File: src/rtl/snn_cfg_scheduler_pkg.sv
// Shared types for the snn_layer configuration scheduler: word width, fixed-point
// helper, configuration kind and scheduler FSM state encodings.
`ifndef W
`define W 16
`endif

package snn_cfg_scheduler_pkg;

   localparam int FX_FRAC = 8;

   typedef enum logic {
      CFG_WEIGHT = 1'b0,
      CFG_DELAY  = 1'b1
   } cfg_kind_e;

   typedef enum logic [1:0] {
      IDLE    = 2'd0,
      QUIESCE = 2'd1,
      LOAD    = 2'd2
   } sched_state_e;

   // Real-to-fixed conversion with round-half-away-from-zero; constant use only.
   function automatic logic signed [`W-1:0] fx(input real v);
      real scaled;
      scaled = v * (2.0 ** FX_FRAC);
      if (scaled >= 0.0) begin
         return `W'($rtoi(scaled + 0.5));
      end else begin
         return `W'($rtoi(scaled - 0.5));
      end
   endfunction

endpackage

File: src/rtl/snn_cfg_scheduler_rr_arbiter.sv
// Round-robin arbiter: searches from the stored pointer, which moves past the
// winner whenever the owner accepts a grant.
module rr_arbiter #(
   parameter  int NUM_REQ = 2,
   localparam int IDX_W   = (NUM_REQ > 1) ? $clog2(NUM_REQ) : 1
) (
   input  logic               clk,
   input  logic               rst,
   input  logic [NUM_REQ-1:0] req,
   input  logic               advance,
   output logic [NUM_REQ-1:0] grant_onehot,
   output logic [IDX_W-1:0]   grant_idx
);

   logic [IDX_W-1:0]   ptr_r;
   logic [NUM_REQ-1:0] rot_s;
   logic [NUM_REQ-1:0] onehot_s;
   logic [IDX_W-1:0]   idx_s;
   logic               found_s;
   int                 cand_s;

   // Rotate requests so bit 0 is the pointer position, then take the first set bit.
   always_comb begin
      found_s  = 1'b0;
      idx_s    = '0;
      cand_s   = 0;
      onehot_s = '0;
      rot_s    = NUM_REQ'({req, req} >> ptr_r);
      for (int j = 0; j < NUM_REQ; j++) begin
         if (!found_s && rot_s[j]) begin
            found_s = 1'b1;
            cand_s  = int'(ptr_r) + j;
            if (cand_s >= NUM_REQ) begin
               cand_s = cand_s - NUM_REQ;
            end else begin
               cand_s = cand_s;
            end
            idx_s = IDX_W'(cand_s);
         end else begin
            found_s = found_s;
         end
      end
      for (int k = 0; k < NUM_REQ; k++) begin
         onehot_s[k] = found_s && (idx_s == IDX_W'(k));
      end
   end

   // Pointer register: moves to winner+1 (mod NUM_REQ) on an accepted grant.
   always_ff @(posedge clk) begin
      if (rst) begin
         ptr_r <= '0;
      end else if (advance) begin
         if (idx_s == IDX_W'(NUM_REQ - 1)) begin
            ptr_r <= '0;
         end else begin
            ptr_r <= idx_s + IDX_W'(1);
         end
      end else begin
         ptr_r <= ptr_r;
      end
   end

   assign grant_onehot = onehot_s;
   assign grant_idx    = idx_s;

endmodule

File: src/rtl/snn_cfg_scheduler.sv
// Sequences weight/delay configuration bursts from several requesters into the
// snn_layer cfg port, holding the layer quiet while in-flight spikes drain.
module snn_cfg_scheduler
   import snn_cfg_scheduler_pkg::*;
#(
   parameter int NUM_REQ     = 2,
   parameter int NUM_INPUTS  = 32,
   parameter int NUM_NEURONS = 1,
   parameter int MAX_DELAY   = 4,
   parameter int LEN_W       = 16,
   parameter int ADDR_W      = ((NUM_INPUTS * NUM_NEURONS) > 1) ?
                               $clog2(NUM_INPUTS * NUM_NEURONS) : 1
) (
   input  logic                           clk,
   input  logic                           rst,
   input  logic [NUM_REQ-1:0]             req_valid,
   output logic [NUM_REQ-1:0]             req_ready,
   input  logic [NUM_REQ-1:0]             req_kind,
   input  logic [NUM_REQ-1:0][ADDR_W-1:0] req_base,
   input  logic [NUM_REQ-1:0][LEN_W-1:0]  req_len,
   input  logic [NUM_REQ-1:0]             dat_valid,
   output logic [NUM_REQ-1:0]             dat_ready,
   input  logic [NUM_REQ-1:0][`W-1:0]     dat_wdata,
   input  logic [NUM_REQ-1:0][7:0]        dat_delay,
   output logic                           cfg_we,
   output logic                           cfg_sel_delay,
   output logic [ADDR_W-1:0]              cfg_addr,
   output logic signed [`W-1:0]           cfg_wdata,
   output logic [7:0]                     cfg_delay,
   output logic                           layer_hold,
   output logic                           busy,
   output logic                           done,
   output logic                           err
);

   localparam int IDX_W  = (NUM_REQ > 1) ? $clog2(NUM_REQ) : 1;
   localparam int TOTAL  = NUM_INPUTS * NUM_NEURONS;
   localparam int SUM_W  = LEN_W + 1;
   localparam int QCNT_W = (MAX_DELAY > 0) ? $clog2(MAX_DELAY + 1) : 1;

   sched_state_e         state_r, state_n_s;
   cfg_kind_e            kind_r;
   logic [IDX_W-1:0]     gnt_r;
   logic [ADDR_W-1:0]    base_r;
   logic [LEN_W-1:0]     len_r;
   logic [LEN_W-1:0]     idx_r;
   logic [QCNT_W-1:0]    qcnt_r;

   logic                 cfg_we_r, sel_r, done_r, err_r;
   logic [ADDR_W-1:0]    addr_r;
   logic signed [`W-1:0] wdata_r;
   logic [7:0]           delay_r;

   logic [NUM_REQ-1:0]   arb_onehot_s;
   logic [IDX_W-1:0]     arb_idx_s;
   logic [NUM_REQ-1:0]   req_ready_s, dat_ready_s;
   logic [SUM_W-1:0]     sum_s;
   logic                 grant_s, reject_s, hs_s, last_s;

   rr_arbiter #(
      .NUM_REQ (NUM_REQ)
   ) u_arb (
      .clk          (clk),
      .rst          (rst),
      .req          (req_valid),
      .advance      (grant_s),
      .grant_onehot (arb_onehot_s),
      .grant_idx    (arb_idx_s)
   );

   // Next-state and handshake decode; no grant in the done cycle.
   always_comb begin
      state_n_s   = state_r;
      grant_s     = 1'b0;
      reject_s    = 1'b0;
      hs_s        = 1'b0;
      last_s      = 1'b0;
      req_ready_s = '0;
      dat_ready_s = '0;
      sum_s       = SUM_W'(req_base[arb_idx_s]) + SUM_W'(req_len[arb_idx_s]);
      case (state_r)
         IDLE: begin
            if (!done_r && (|req_valid)) begin
               grant_s     = 1'b1;
               req_ready_s = arb_onehot_s;
               if ((req_len[arb_idx_s] == '0) || (sum_s > SUM_W'(TOTAL))) begin
                  reject_s  = 1'b1;
                  state_n_s = IDLE;
               end else begin
                  state_n_s = QUIESCE;
               end
            end else begin
               state_n_s = IDLE;
            end
         end
         QUIESCE: begin
            if (qcnt_r == QCNT_W'(MAX_DELAY)) begin
               state_n_s = LOAD;
            end else begin
               state_n_s = QUIESCE;
            end
         end
         LOAD: begin
            dat_ready_s[gnt_r] = 1'b1;
            hs_s               = dat_valid[gnt_r];
            if (hs_s && (idx_r == (len_r - LEN_W'(1)))) begin
               last_s    = 1'b1;
               state_n_s = IDLE;
            end else begin
               state_n_s = LOAD;
            end
         end
         default: begin
            state_n_s = IDLE;
         end
      endcase
   end

   // State register.
   always_ff @(posedge clk) begin
      if (rst) begin
         state_r <= IDLE;
      end else begin
         state_r <= state_n_s;
      end
   end

   // Descriptor latch, quiesce/word counters and registered cfg outputs.
   always_ff @(posedge clk) begin
      if (rst) begin
         kind_r   <= CFG_WEIGHT;
         gnt_r    <= '0;
         base_r   <= '0;
         len_r    <= '0;
         idx_r    <= '0;
         qcnt_r   <= '0;
         cfg_we_r <= 1'b0;
         sel_r    <= 1'b0;
         addr_r   <= '0;
         wdata_r  <= '0;
         delay_r  <= '0;
         done_r   <= 1'b0;
         err_r    <= 1'b0;
      end else begin
         err_r    <= reject_s;
         done_r   <= last_s;
         cfg_we_r <= hs_s;
         if (grant_s) begin
            kind_r <= cfg_kind_e'(req_kind[arb_idx_s]);
            gnt_r  <= arb_idx_s;
            base_r <= req_base[arb_idx_s];
            len_r  <= req_len[arb_idx_s];
         end else begin
            kind_r <= kind_r;
            gnt_r  <= gnt_r;
            base_r <= base_r;
            len_r  <= len_r;
         end
         if ((state_r == QUIESCE) && (state_n_s == QUIESCE)) begin
            qcnt_r <= qcnt_r + QCNT_W'(1);
         end else begin
            qcnt_r <= '0;
         end
         if (grant_s) begin
            idx_r <= '0;
         end else if (hs_s) begin
            idx_r <= idx_r + LEN_W'(1);
         end else begin
            idx_r <= idx_r;
         end
         // The field not selected by kind is forced to zero on each write.
         if (hs_s) begin
            sel_r   <= kind_r;
            addr_r  <= base_r + ADDR_W'(idx_r);
            wdata_r <= (kind_r == CFG_WEIGHT) ? dat_wdata[gnt_r] : '0;
            delay_r <= (kind_r == CFG_DELAY) ? dat_delay[gnt_r] : 8'd0;
         end else begin
            sel_r   <= sel_r;
            addr_r  <= addr_r;
            wdata_r <= wdata_r;
            delay_r <= delay_r;
         end
      end
   end

   assign req_ready     = req_ready_s;
   assign dat_ready     = dat_ready_s;
   assign cfg_we        = cfg_we_r;
   assign cfg_sel_delay = sel_r;
   assign cfg_addr      = addr_r;
   assign cfg_wdata     = wdata_r;
   assign cfg_delay     = delay_r;
   assign layer_hold    = (state_r != IDLE);
   assign busy          = (state_r != IDLE);
   assign done          = done_r;
   assign err           = err_r;

endmodule

File: config.mk
export PLATFORM = sky130hd
export DESIGN_NAME = snn_cfg_scheduler
export DESIGN_NICKNAME = d
export VERILOG_FILES = /design/src/rtl/snn_cfg_scheduler_pkg.sv /design/src/rtl/snn_cfg_scheduler_rr_arbiter.sv /design/src/rtl/snn_cfg_scheduler.sv
export SDC_FILE = /design/constraint.sdc
export NUM_CORES = 1
export LEC_CHECK = 0
export CELL_PAD_IN_SITES_DETAIL_PLACEMENT = 2
export CELL_PAD_IN_SITES_GLOBAL_PLACEMENT = 2
export CORE_MARGIN = 1
export CORE_UTILIZATION = 30
export DETAILED_ROUTE_END_ITERATION = 6
export GPL_TIMING_DRIVEN = 1
export PLACE_DENSITY = 0.84
export SYNTH_ARGS = -nofsm -noshare
export SYNTH_HDL_FRONTEND = slang
export SYNTH_HIERARCHICAL = 1
export SYNTH_SLANG_ARGS = --single-unit
File: constraint.sdc
create_clock -name clk -period 7.5 [get_ports clk]
set_input_delay 1.125 -clock clk [delete_from_list [all_inputs] [get_ports clk]]
set_output_delay 1.125 -clock clk [all_outputs]
set_load 0.02 [all_outputs]
* Word-level counts from Yosys, hierarchy flattened
Cells that the tools add are included.
Storage, ports and cells: word-level logic and storage cells 95, input port bits 98, output and inout port bits 39, bits in registers 78
Operators by class: order comparisons 6, shift-type cells 1, add/subtract/negate cells 9, eq/ne operators 5, reductions and logical operators 18, bitwise gates (word level) 5, multiplexer cells 36
Operators with widths (count):
- $mux 16 | 5
- $mux 8 | 3
- $mux 1 | 18
- $add 5x16->17 | 1
- $gt 17x6->1 const B | 1
- $add 16x1->16 const B | 1
- $eq 16x16->1 | 1
- $logic_not 16->1 | 1
- $sub 16x1->16 const B | 1
- $mux 2 | 6
- $mux 5 | 2
- $reduce_or 2->1 | 4
- $logic_and 1x1->1 | 7
- $pmux 2 s3 | 1
- $add 5x5->5 | 1
- $not 1->1 | 5
- $eq 2x1->1 const B | 2
- $lt 1x2->1 const B | 2
- $shr 4x1->2 | 1
- $add 3x1->3 const B | 1
- $eq 3x3->1 const B | 1
- $reduce_or 3->1 | 1
- $add 1x1->2 const B | 1
- $eq 2x2->1 const B | 1
- other kinds (10) | 12

* Longest topological paths before layout
Gate-level depths: netlist of run 1.
depth after elaboration 17, gate-level depth with buffers 16, depth with buffers taken out 12

* By module
Netlist of run 1, hierarchy kept.
By module, submodules not included:
- snn_cfg_scheduler | instances 1, cells each 568, area each 4712.0 µm², sequential area each 1541.5 µm²
- rr_arbiter | instances 1, cells each 7, area each 75.1 µm², sequential area each 20.0 µm²

* Least setup slack after synthesis of run 1
Ideal clock, no wire load.
path kind input to register, start point in req_valid[0], end point reg err_r, in the netlist err, path buffers 4, arrival time 4857 ps, cell stages on the path 16, data required time 7386 ps, path slack 2529 ps, library setup time 114 ps, cells stage by stage nand2b_4 -> and2_2 -> clkbuf_1 -> clkbuf_1 -> buf_1 -> buf_1 -> mux2_2 -> ha_1 -> fa_1 -> a211oi_1 -> o21bai_1 -> nand2_1 -> xnor2_1 -> a2111o_1 -> nand4b_1 -> nor2b_1
On the way: cells in the longest elaborated chain, start to end 11, elaborated cells between the ends (all ways) 19, those cells by class add/sub: 1; order compare: 1; shift: 1; mux: 8; bitwise: 1; reduce/logical: 7
RTL lines:
- start, declared | RTL line snn_cfg_scheduler.sv:16 | input logic [NUM_REQ-1:0] req_valid,
- $shr 4x1->2 * | RTL line snn_cfg_scheduler_rr_arbiter.sv:28 | rot_s = NUM_REQ'({req, req} >> ptr_r);
- $mux 1 | RTL line snn_cfg_scheduler_rr_arbiter.sv:30 | if (!found_s && rot_s[j]) begin
- $logic_not 1->1 | RTL line snn_cfg_scheduler_rr_arbiter.sv:30
- $logic_and 1x1->1 | RTL line snn_cfg_scheduler_rr_arbiter.sv:30
- $mux 1 * | RTL line snn_cfg_scheduler_rr_arbiter.sv:30
- named net arb_idx_s | RTL line snn_cfg_scheduler.sv:55 | logic [IDX_W-1:0] arb_idx_s;
- $mux 5 (implied by the code) or $mux 16 (tied branches) (2 in series) | RTL line snn_cfg_scheduler.sv:80, snn_cfg_scheduler.sv:86
- $add 5x16->17 | RTL line snn_cfg_scheduler.sv:80 | sum_s = SUM_W'(req_base[arb_idx_s]) + SUM_W'(req_len[arb_idx_s]);
- $gt 17x6->1 | RTL line snn_cfg_scheduler.sv:86 | if ((req_len[arb_idx_s] == '0) || (sum_s > SUM_W'(TOTAL))) begin
- $logic_or 1x1->1 * | RTL line snn_cfg_scheduler.sv:86
- $mux 1 * | RTL line snn_cfg_scheduler.sv:86
- end signal, assigned | RTL line snn_cfg_scheduler.sv:145 | err_r <= reject_s;
- end, declared | RTL line snn_cfg_scheduler.sv:49 | logic cfg_we_r, sel_r, done_r, err_r;
Mark *: on every way through the listed nets, which the timed path passes. The rest lies on a longest branch. The select of a mux whose other input is x is not followed. A chain may end at the register's enable or synchronous reset.

* Worst setup path after layout of run 1
start point in req_valid[0], end point reg state_r[0]
On the way: cells in the longest elaborated chain, start to end 13, elaborated cells between the ends (all ways) 19, those cells by class add/sub: 1; order compare: 1; shift: 1; mux: 10; reduce/logical: 6
RTL lines:
- $shr 4x1->2 * | RTL line snn_cfg_scheduler_rr_arbiter.sv:28
- $mux 1 | RTL line snn_cfg_scheduler_rr_arbiter.sv:30
- $logic_not 1->1 | RTL line snn_cfg_scheduler_rr_arbiter.sv:30
- $logic_and 1x1->1 | RTL line snn_cfg_scheduler_rr_arbiter.sv:30
- $mux 1 * | RTL line snn_cfg_scheduler_rr_arbiter.sv:30
- named net arb_idx_s | RTL line snn_cfg_scheduler.sv:55
- $mux 5 (implied by the code) or $mux 16 (tied branches) (2 in series) | RTL line snn_cfg_scheduler.sv:80, snn_cfg_scheduler.sv:86
- $add 5x16->17 | RTL line snn_cfg_scheduler.sv:80
- $gt 17x6->1 | RTL line snn_cfg_scheduler.sv:86
- $logic_or 1x1->1 * | RTL line snn_cfg_scheduler.sv:86
- $mux 1 * | RTL line snn_cfg_scheduler.sv:86
- $mux 2 * | RTL line snn_cfg_scheduler.sv:83 | if (!done_r && (|req_valid)) begin
- $pmux 2 s3 * | RTL line snn_cfg_scheduler.sv:81 | case (state_r)
- end signal, assigned | RTL line snn_cfg_scheduler.sv:124 | state_r <= state_n_s;
- end, declared | RTL line snn_cfg_scheduler.sv:41 | sched_state_e state_r, state_n_s;
Marked as above.

==> results.toml, run 1 <==
[layout]
fillers = 1702
postLayoutCellArea_sq_um = 6590
fin_nets = 805
diodes = 0
area_delta_synth_final_pct = 37.6
drive_above_1_share_pct = 8.32
multiInputGateArea_sq_um = 3030
regArea_sq_um = 1560

[setup_path]
crit_fanout = 42
r2r-end = "state_r[0]"
end_kind = "flip-flop"
worst_ep_required_time_ps = 7760
startpoint = "req_valid[0]"
crit_chain = "clkdlybuf4s50_1 -> nand2b_4 -> and2_2 -> mux2_2 -> ha_1 -> fa_1 -> a211oi_1 -> o21bai_1 -> and2_1 -> a211o_1 -> a211oi_1 -> nand4b_1 -> o21ai_0"
slowest_stage = "and2_2"
critPathKind = "input pin to flip-flop"
start_kind = "input pin"
r2r_slack_ps = 3290
r2r_cells = 12
crit_path_max_incr_delay_ps = 770
crit_arrival_ps = 5350
r2r_start = "u_arb/ptr_r"
cpMostUsedCell = "a211oi_1"

[synthesis]
syn_area_sq_um = 4790
synthXorXnorAreaFrac_pct = 8.05
synth_top_family_by_area = "simple AND/OR/NAND/NOR gates"
yosys-mux-area-fraction_pct = 13.7
synth_async_sr_flop_share_pct = 0
ys_warn_count = 6
synth_nets = 688
ys_types = 64
ys_seq_elements = 78
synth-simple-area-share_pct = 24.1
synthCells = 575
dominantRegCellSynth = "dfxtp_1"
yosysSeqAreaShare_pct = 32.6
synth_compound_area_share_pct = 13.1
syn_avg_cell_area_sq_um = 8.33
synth-adder-area-share_pct = 4.23
synth_edf_count = 0

[sta]
post-route-period-util_pct = 67.9
tightest_slew_ps = 1020
fin_skew_ps = 10.1
holdWs_ps = 454
setup_viol = 0
finalHoldViolations = 0
fin_ws_ps = 2410
rsz0062_at_grt = "false"
final-max-slew-violation-count = 0
setup_tns_ps = 0
period_needed_ps = 5090
max_slew_margin_pct = 31.7
fmax_ghz = 0.196

[clock_network]
clk_pin_slew_ps = 60
clockRootBuffer = "clkbuf_16"
post_cts_buffers = 0
ctsHtreeMaxLevel = 3
cts_hold_buf = 0
cts_resized = 0
clock_sinks = 78
cts_made_buffers = 9
clock_path_buffers = 2
clock_insertion_delay_worst_skew_ps = 350
cts_tree = "yes"

[drt]
final_antenna_net_count = 0
drt_iter0_drc = 164
drc_errors = 0
drt_pass1_iterations = 4
vias = 4727
wl_per_cell_microns = 19.2
vias_per_cell = 5.21
drt-total-wl_microns = 17500

[placement]
gp_congestion = 0.840
place_ws_ps = 2160
portBuffers = 136
placed_area_sq_um = 6290
place_hpwl_microns = 13300

[die]
num_io_pins = 137
start_util_pct = 31.1
coreArea_sq_um = 15400
dieHeight_microns = 128
dieArea_sq_um = 16500
core.rowCount = 45
die_x_microns = 128

[power_and_ir_drop]
powerDensity_nw_per_um2 = 173
p_leak_uw = 0.00238
ir_worst_vdd_mv = 0.116

[grt]
grt_pass1_wl_microns = 27900
antenna_found_initial = 0
first_global_vias = 5318
gr-usage-all-layers_pct = 21.8
grt_max_degree = 62
grt_overflow = 0

[worst_hold_path]
hp-start = "qcnt_r[0]"
whs_path_depth = 1
worstHoldEndpoint = "qcnt_r[0]"
hp-class = "flip-flop to flip-flop"

[run_status]
status = "finished, final reports clean"

[job]
max-cap-violations = 0
==> logic make-up after synthesis <==
kind of cell,after synthesis
AND/OR/NAND/NOR,232
AO/OA/AOI/OAI,97
flip-flops,78
multiplexers,63
buffers and inverters,46
XOR/XNOR,44
adder cells (fa/ha/maj),15
==> Yosys cell counts (2+ instances only) <==
library cell / number / area [sq um]
nor2_1: 83 / 312
dfxtp_1: 78 / 1560
mux2i_1: 42 / 420
a21oi_1: 41 / 205
nand2_1: 40 / 150
nor3_1: 28 / 140
clkbuf_1: 23 / 86.3
nand3_1: 22 / 110
xnor2_1: 22 / 193
xor2_1: 22 / 193
mux2_2: 21 / 236
a211oi_1: 15 / 113
o21ai_0: 14 / 70.1
ha_1: 13 / 163
inv_1: 12 / 45.0
nor4_1: 11 / 68.8
nand4_1: 8 / 50.1
buf_1: 6 / 22.5
and3_1: 5 / 31.3
nand3b_1: 4 / 30.0
or3_1: 4 / 25.0
a21o_1: 3 / 22.5
and2_1: 3 / 18.8
buf_6: 3 / 33.8
o21a_1: 3 / 22.5
or2_2: 3 / 18.8
a221o_1: 2 / 20.0
and2_2: 2 / 15.0
fa_1: 2 / 40.0
nand2b_1: 2 / 12.5
nand4b_1: 2 / 17.5
o21ba_2: 2 / 20.0
o31a_1: 2 / 17.5
o31ai_1: 2 / 15.0
==> where the power goes <==
| group | leakage (uW) | switching (uW) | internal [uW] |
|---|---|---|---|
| Sequential | 0.000635 | 20.8 | 426 |
| Clock | 0.000146 | 187 | 259 |
| Combinational | 0.00159 | 124 | 124 |
| Total | 0.00238 | 331 | 809 |
==> flip-flops by register name, indices dropped and copies added, names as in the netlist <==
signal,count
cfg_sel_delay,1
u_arb/ptr_r,1
kind_r,1
state_r,2
gnt_r,1
err,1
cfg_delay,8
idx_r,16
cfg_addr,5
cfg_wdata,16
base_r,5
len_r,16
done,1
cfg_we,1
qcnt_r,3
==> worst max-delay path by stage <==
stage / endpoint
6_report: state_r[0]
5_1_grt: state_r[0]
4_1_cts: state_r[0]
3_5_place_dp: err
3_3_place_gp: err
2_1_floorplan: err
==> routing by layer <==
metal | up-vias | track usage [%] | routed length, microns
li1 | 2274 | - | -
met1 | 2327 | 26.1 | 7510
met2 | 106 | 39.8 | 9110
met3 | 20 | 2.67 | 544
met4 | 0 | 7.47 | 299
met5 | - | 0 | 0
==> final cells by class <==
type,instances,area share (%)
timing repair buffer,140,21.0
sequential,78,23.7
clock inverter,7,1.12
clock buffer,9,3.42
inverter,12,0.684
tap,211,4.01
multi-input combinational,451,46.0
==> critical path: cells and delay by family <==
kind,cells,cell delay [ps]
compound gates,5,1400
fa+ha+maj,2,630
buf+inv,1,480
mux,1,450
simple gates,4,1250
==> stage by stage <==
step	std cells	utilization [%]	power (uW)
finish	908	42.8	1140
detailed placement	892	40.9	700
global route	908	42.8	1190
floorplan	575	-	595
CTS	908	42.8	1150
global placement	892	40.9	685
==> placed cells by master (no fill, tap or decap), types with 11 or more instances in the layout <==
cell type	synthesis	routed
mux2i_1	42	42
ha_1	13	13
nand3_1	22	22
xor2_1	22	22
nand2_1	40	40
o21ai_0	14	14
nor4_1	11	11
a21oi_1	41	41
dfxtp_1	78	78
clkdlybuf4s50_1	0	135
a211oi_1	15	15
mux2_2	21	21
nor3_1	28	27
nor2_1	83	83
xnor2_1	22	22
inv_1	12	12
(Power assumes the default switching activity.)
==> run 2: changes to the inputs <==
Settings changed: CORE_UTILIZATION 30 to 28, PLACE_DENSITY 0.84 to 0.79.
Clock period 7.5 ns to 5.1 ns, I/O delays scaled along.
==> results.toml, run 2 (synthesized netlist as in run 1, its figures left out) <==
[power_and_ir_drop]
ir_worst_vdd_mv = 0.160
p_leak_uw = 0.00238
finalPower_uw = 1710
powerDensity_nw_per_um2 = 259

[clock_network]
clock_insertion_delay_worst_skew_ps = 340
clock_sinks = 78
cts_made_buffers = 9
clk_pin_slew_ps = 60
cts_hold_buf = 0
cts_tree = "yes"
clockRootBuffer = "clkbuf_16"
clock_path_buffers = 2
post_cts_buffers = 0
cts_resized = 0
ctsHtreeMaxLevel = 3

[layout]
drive_above_1_share_pct = 8.46
diodes = 0
layout_commonest_cell = "clkdlybuf4s50_1"
fin_nets = 805
area_delta_synth_final_pct = 38.4
most-common-layout-cells = "clkdlybuf4s50_1 (135), nor2_1 (82), dfxtp_1 (78)"
postLayoutCellArea_sq_um = 6630

[setup_path]
r2r_start = "u_arb/ptr_r"
start_kind = "input pin"
r2r_slack_ps = 1310
crit_arrival_ps = 4540
r2r_cells = 12
r2r-end = "state_r[0]"
worst_ep_required_time_ps = 5350
critPathKind = "input pin to flip-flop"
end_kind = "flip-flop"
crit_fanout = 32

[run_status]
status = "finished, final reports clean"

[placement]
place_ws_ps = 485
place_hpwl_microns = 13100
portBuffers = 136
gp_congestion = 0.810
placed_area_sq_um = 6300

[sta]
fin_skew_ps = 6.41
setup_viol = 0
post-route-period-util_pct = 84.2
period_needed_ps = 4290
max_slew_margin_pct = 30.7
finalHoldViolations = 0
rsz0062_at_grt = "false"
final-max-slew-violation-count = 0
fmax_ghz = 0.233
fin_ws_ps = 808
tightest_slew_ps = 1040
setup_tns_ps = 0

[worst_hold_path]
hp-class = "flip-flop to flip-flop"
whs_path_depth = 2
hp-start = "cfg_delay[4]"
worstHoldEndpoint = "cfg_delay[4]"

[drt]
wl_per_cell_microns = 18.4
final_antenna_net_count = 0
vias_per_cell = 5.15
drt_iter0_drc = 116
drt-total-wl_microns = 16900
drt_pass1_iterations = 4
drc_errors = 0
vias = 4718

[grt]
antenna_found_initial = 0
grt_max_degree = 48
grt_pass1_wl_microns = 27500
grt_overflow = 0
first_global_vias = 5266
gr-usage-all-layers_pct = 19.7

[die]
core.rowCount = 47
num_io_pins = 137
dieHeight_microns = 133
dieArea_sq_um = 17600
start_util_pct = 28.8
die_x_microns = 133
coreArea_sq_um = 16600

[job]
max-cap-violations = 0
[run 2: cell count changes in the layout (fill, tap and decap cells not counted)]
cell / delta
nor2_2: +1
clkbuf_8: +1
bufinv_16: +1
clkinv_4: -2
inv_6: -1
nor2_1: -1
clkinvlp_4: +1
[run 2: worst max-delay path by stage]
stage	to	cells after the start	slack (ps)	from
after floorplan	err	16	490	req_valid[0]
after global placement	err	13	740	req_valid[0]
after detailed placement	state_r[0]	13	490	req_valid[0]
after CTS	state_r[0]	13	810	req_valid[0]
after global routing	state_r[0]	12	530	req_valid[1]
final	state_r[0]	13	810	req_valid[0]
[run 2: layout make-up]
class                   count  area (sq um)
fillers                  1814         10000
multi-input cells         451          3030
flip-flops and latches     78          1560
repair buffers            140          1390
well taps                 220           275
clock buffers              10           239
clock inverters             6          85.1
inverters                  12          45.0
[run 2: through the flow]
stage	hold slack (ps)	utilization, %	cells
detailed placement	449	37.9	901
finish	450	39.8	917
floorplan	417	-	575
global route	470	39.8	917
CTS	457	39.8	917
global placement	428	37.9	901
[run 2: worst max-delay path, cell delays in order]
cell and delay (ps):
clkdlybuf4s50_1 480, nand2b_4 110, and2_2 300, buf_4 400
mux2_2 400, ha_1 350, a211oi_1 410, o21ba_2 230
nor3_1 60, or3_1 320, a211oi_1 300, nand4b_1 190
o21ai_0 220
[run 2: power by group]
group          internal [uW]  switching (uW)
Sequential               627            31.5
Clock                    440             258
Combinational            183             175
[run 2: routing by layer]
metal	share of wire [%]	global-route usage (%)	wire length [microns]	vias to the layer above
li1	-	-	-	2269
met1	45	24.0	7640	2324
met2	50	35.6	8480	110
met3	3.4	3.37	583	15
met4	1.2	4.98	211	0
met5	0	0	0	-
==> run 3: changes to the inputs <==
Clock period 5.1 ns to 4.4 ns, I/O delays scaled along.
==> results.toml, run 3 (synthesized netlist as in run 1, its figures left out) <==
[run_status]
status = "finished, final reports clean"

[drt]
drt_iter0_drc = 94
drt-total-wl_microns = 17200
vias = 4750
wl_per_cell_microns = 18.7
final_antenna_net_count = 0
drt_pass1_iterations = 4
drc_errors = 0
vias_per_cell = 5.16

[clock_network]
cts_made_buffers = 9
ctsHtreeMaxLevel = 3
cts_hold_buf = 0
cts_resized = 0
clock_path_buffers = 2
post_cts_buffers = 0
clockRootBuffer = "clkbuf_16"
clock_insertion_delay_worst_skew_ps = 340
clk_pin_slew_ps = 60
cts_tree = "yes"
clock_sinks = 78

[die]
dieHeight_microns = 133
die_x_microns = 133
core.rowCount = 47
num_io_pins = 137
coreArea_sq_um = 16600
start_util_pct = 28.8
dieArea_sq_um = 17600

[setup_path]
worst_ep_required_time_ps = 4660
crit_fanout = 32
crit_arrival_ps = 4270
cpMostUsedCell = "a211oi_1"
end_kind = "flip-flop"
critPathKind = "input pin to flip-flop"
crit_chain = "clkdlybuf4s50_1 -> nand2b_4 -> and2_2 -> buf_4 -> mux2_2 -> ha_1 -> a211oi_1 -> o21ba_2 -> nor3_1 -> or3_1 -> a211oi_1 -> nand4b_1 -> o21ai_0"
slowest_stage = "clkdlybuf4s50_1"
crit_path_max_incr_delay_ps = 490
start_kind = "input pin"
r2r_cells = 12

[grt]
gr-usage-all-layers_pct = 20.0
grt_pass1_wl_microns = 27900
grt_max_degree = 48
antenna_found_initial = 0
grt_overflow = 0
first_global_vias = 5390

[sta]
holdWs_ps = 449
tightest_slew_ps = 983
max_slew_margin_pct = 34.4
post-route-period-util_pct = 91.2
rsz0062_at_grt = "false"
period_needed_ps = 4010
finalHoldViolations = 0
setup_viol = 0
fin_skew_ps = 7.09
final-max-slew-violation-count = 0
setup_tns_ps = 0
fin_ws_ps = 389
fmax_ghz = 0.249

[layout]
area_delta_synth_final_pct = 39.4
fin_util_pct = 40.1
regArea_sq_um = 1560
fin_nets = 808
postLayoutCellArea_sq_um = 6670
drive_above_1_share_pct = 8.71
fillers = 1838
most-common-layout-cells = "clkdlybuf4s50_1 (135), nor2_1 (82), dfxtp_1 (78)"
diodes = 0
multiInputGateArea_sq_um = 3030
layout_commonest_cell = "clkdlybuf4s50_1"

[worst_hold_path]
whs_path_depth = 1
hp-class = "flip-flop to flip-flop"

[power_and_ir_drop]
p_leak_uw = 0.00241
powerDensity_nw_per_um2 = 309
ir_worst_vdd_mv = 0.191

[placement]
portBuffers = 136
placed_area_sq_um = 6320
gp_congestion = 0.828
place_hpwl_microns = 13400
place_ws_ps = 27.4

[job]
max-cap-violations = 0
-- run 3: cell count changes in the layout (fill, tap and decap cells not counted) --
cell and change:
buf_4 +3, bufinv_16 +1, clkbuf_1 +1, clkinv_2 -2, clkinv_4 +1, clkinvlp_4 -1
-- run 3: worst paths after layout --
kind / startpoint / to / slack [ps]
worst max-delay path: req_valid[0] / state_r[0] / 390
worst min-delay path: qcnt_r[0] / qcnt_r[0] / 450
worst max register to register: u_arb/ptr_r / state_r[0] / 790
worst min register to register: qcnt_r[0] / qcnt_r[0] / 450
-- run 3: routing by layer --
layer | global-route usage (%) | vias up | wire, microns
met5 | 0 | - | 0
met4 | 7.73 | 0 | 355
met3 | 2.26 | 24 | 452
met2 | 37.1 | 110 | 8790
met1 | 23.5 | 2343 | 7580
li1 | - | 2273 | -
-- run 3: area by class of cell --
| cell class | instances | area share, % |
|---|---|---|
| multi-input combinational | 451 | 45.5 |
| sequential | 78 | 23.4 |
| timing repair buffer | 143 | 21.1 |
| tap | 220 | 4.13 |
| clock buffer | 11 | 3.64 |
| clock inverter | 5 | 1.59 |
| inverter | 12 | 0.675 |
-- run 3: worst max-delay path: cells and delay by family --
family	cells	cell delay [ps]
AOI/OAI and AO/OA	4	1110
adders and majority gates	1	360
buffers and inverters	2	860
muxes	1	410
and+or+nand+nor	5	880
-- run 3: where the power goes --
part           switching [uW]  internal [uW]  total, uW
clock network             301            571        872
logic                     210            215        425
registers                37.2            726        764
total                     548           1510       2060
-- run 3: per-stage QoR --
stage	power [uW]	cells
4_1_cts	2090	920
6_report	2060	920
3_3_place_gp	1170	904
5_1_grt	2150	920
2_1_floorplan	1010	575
3_5_place_dp	1200	904
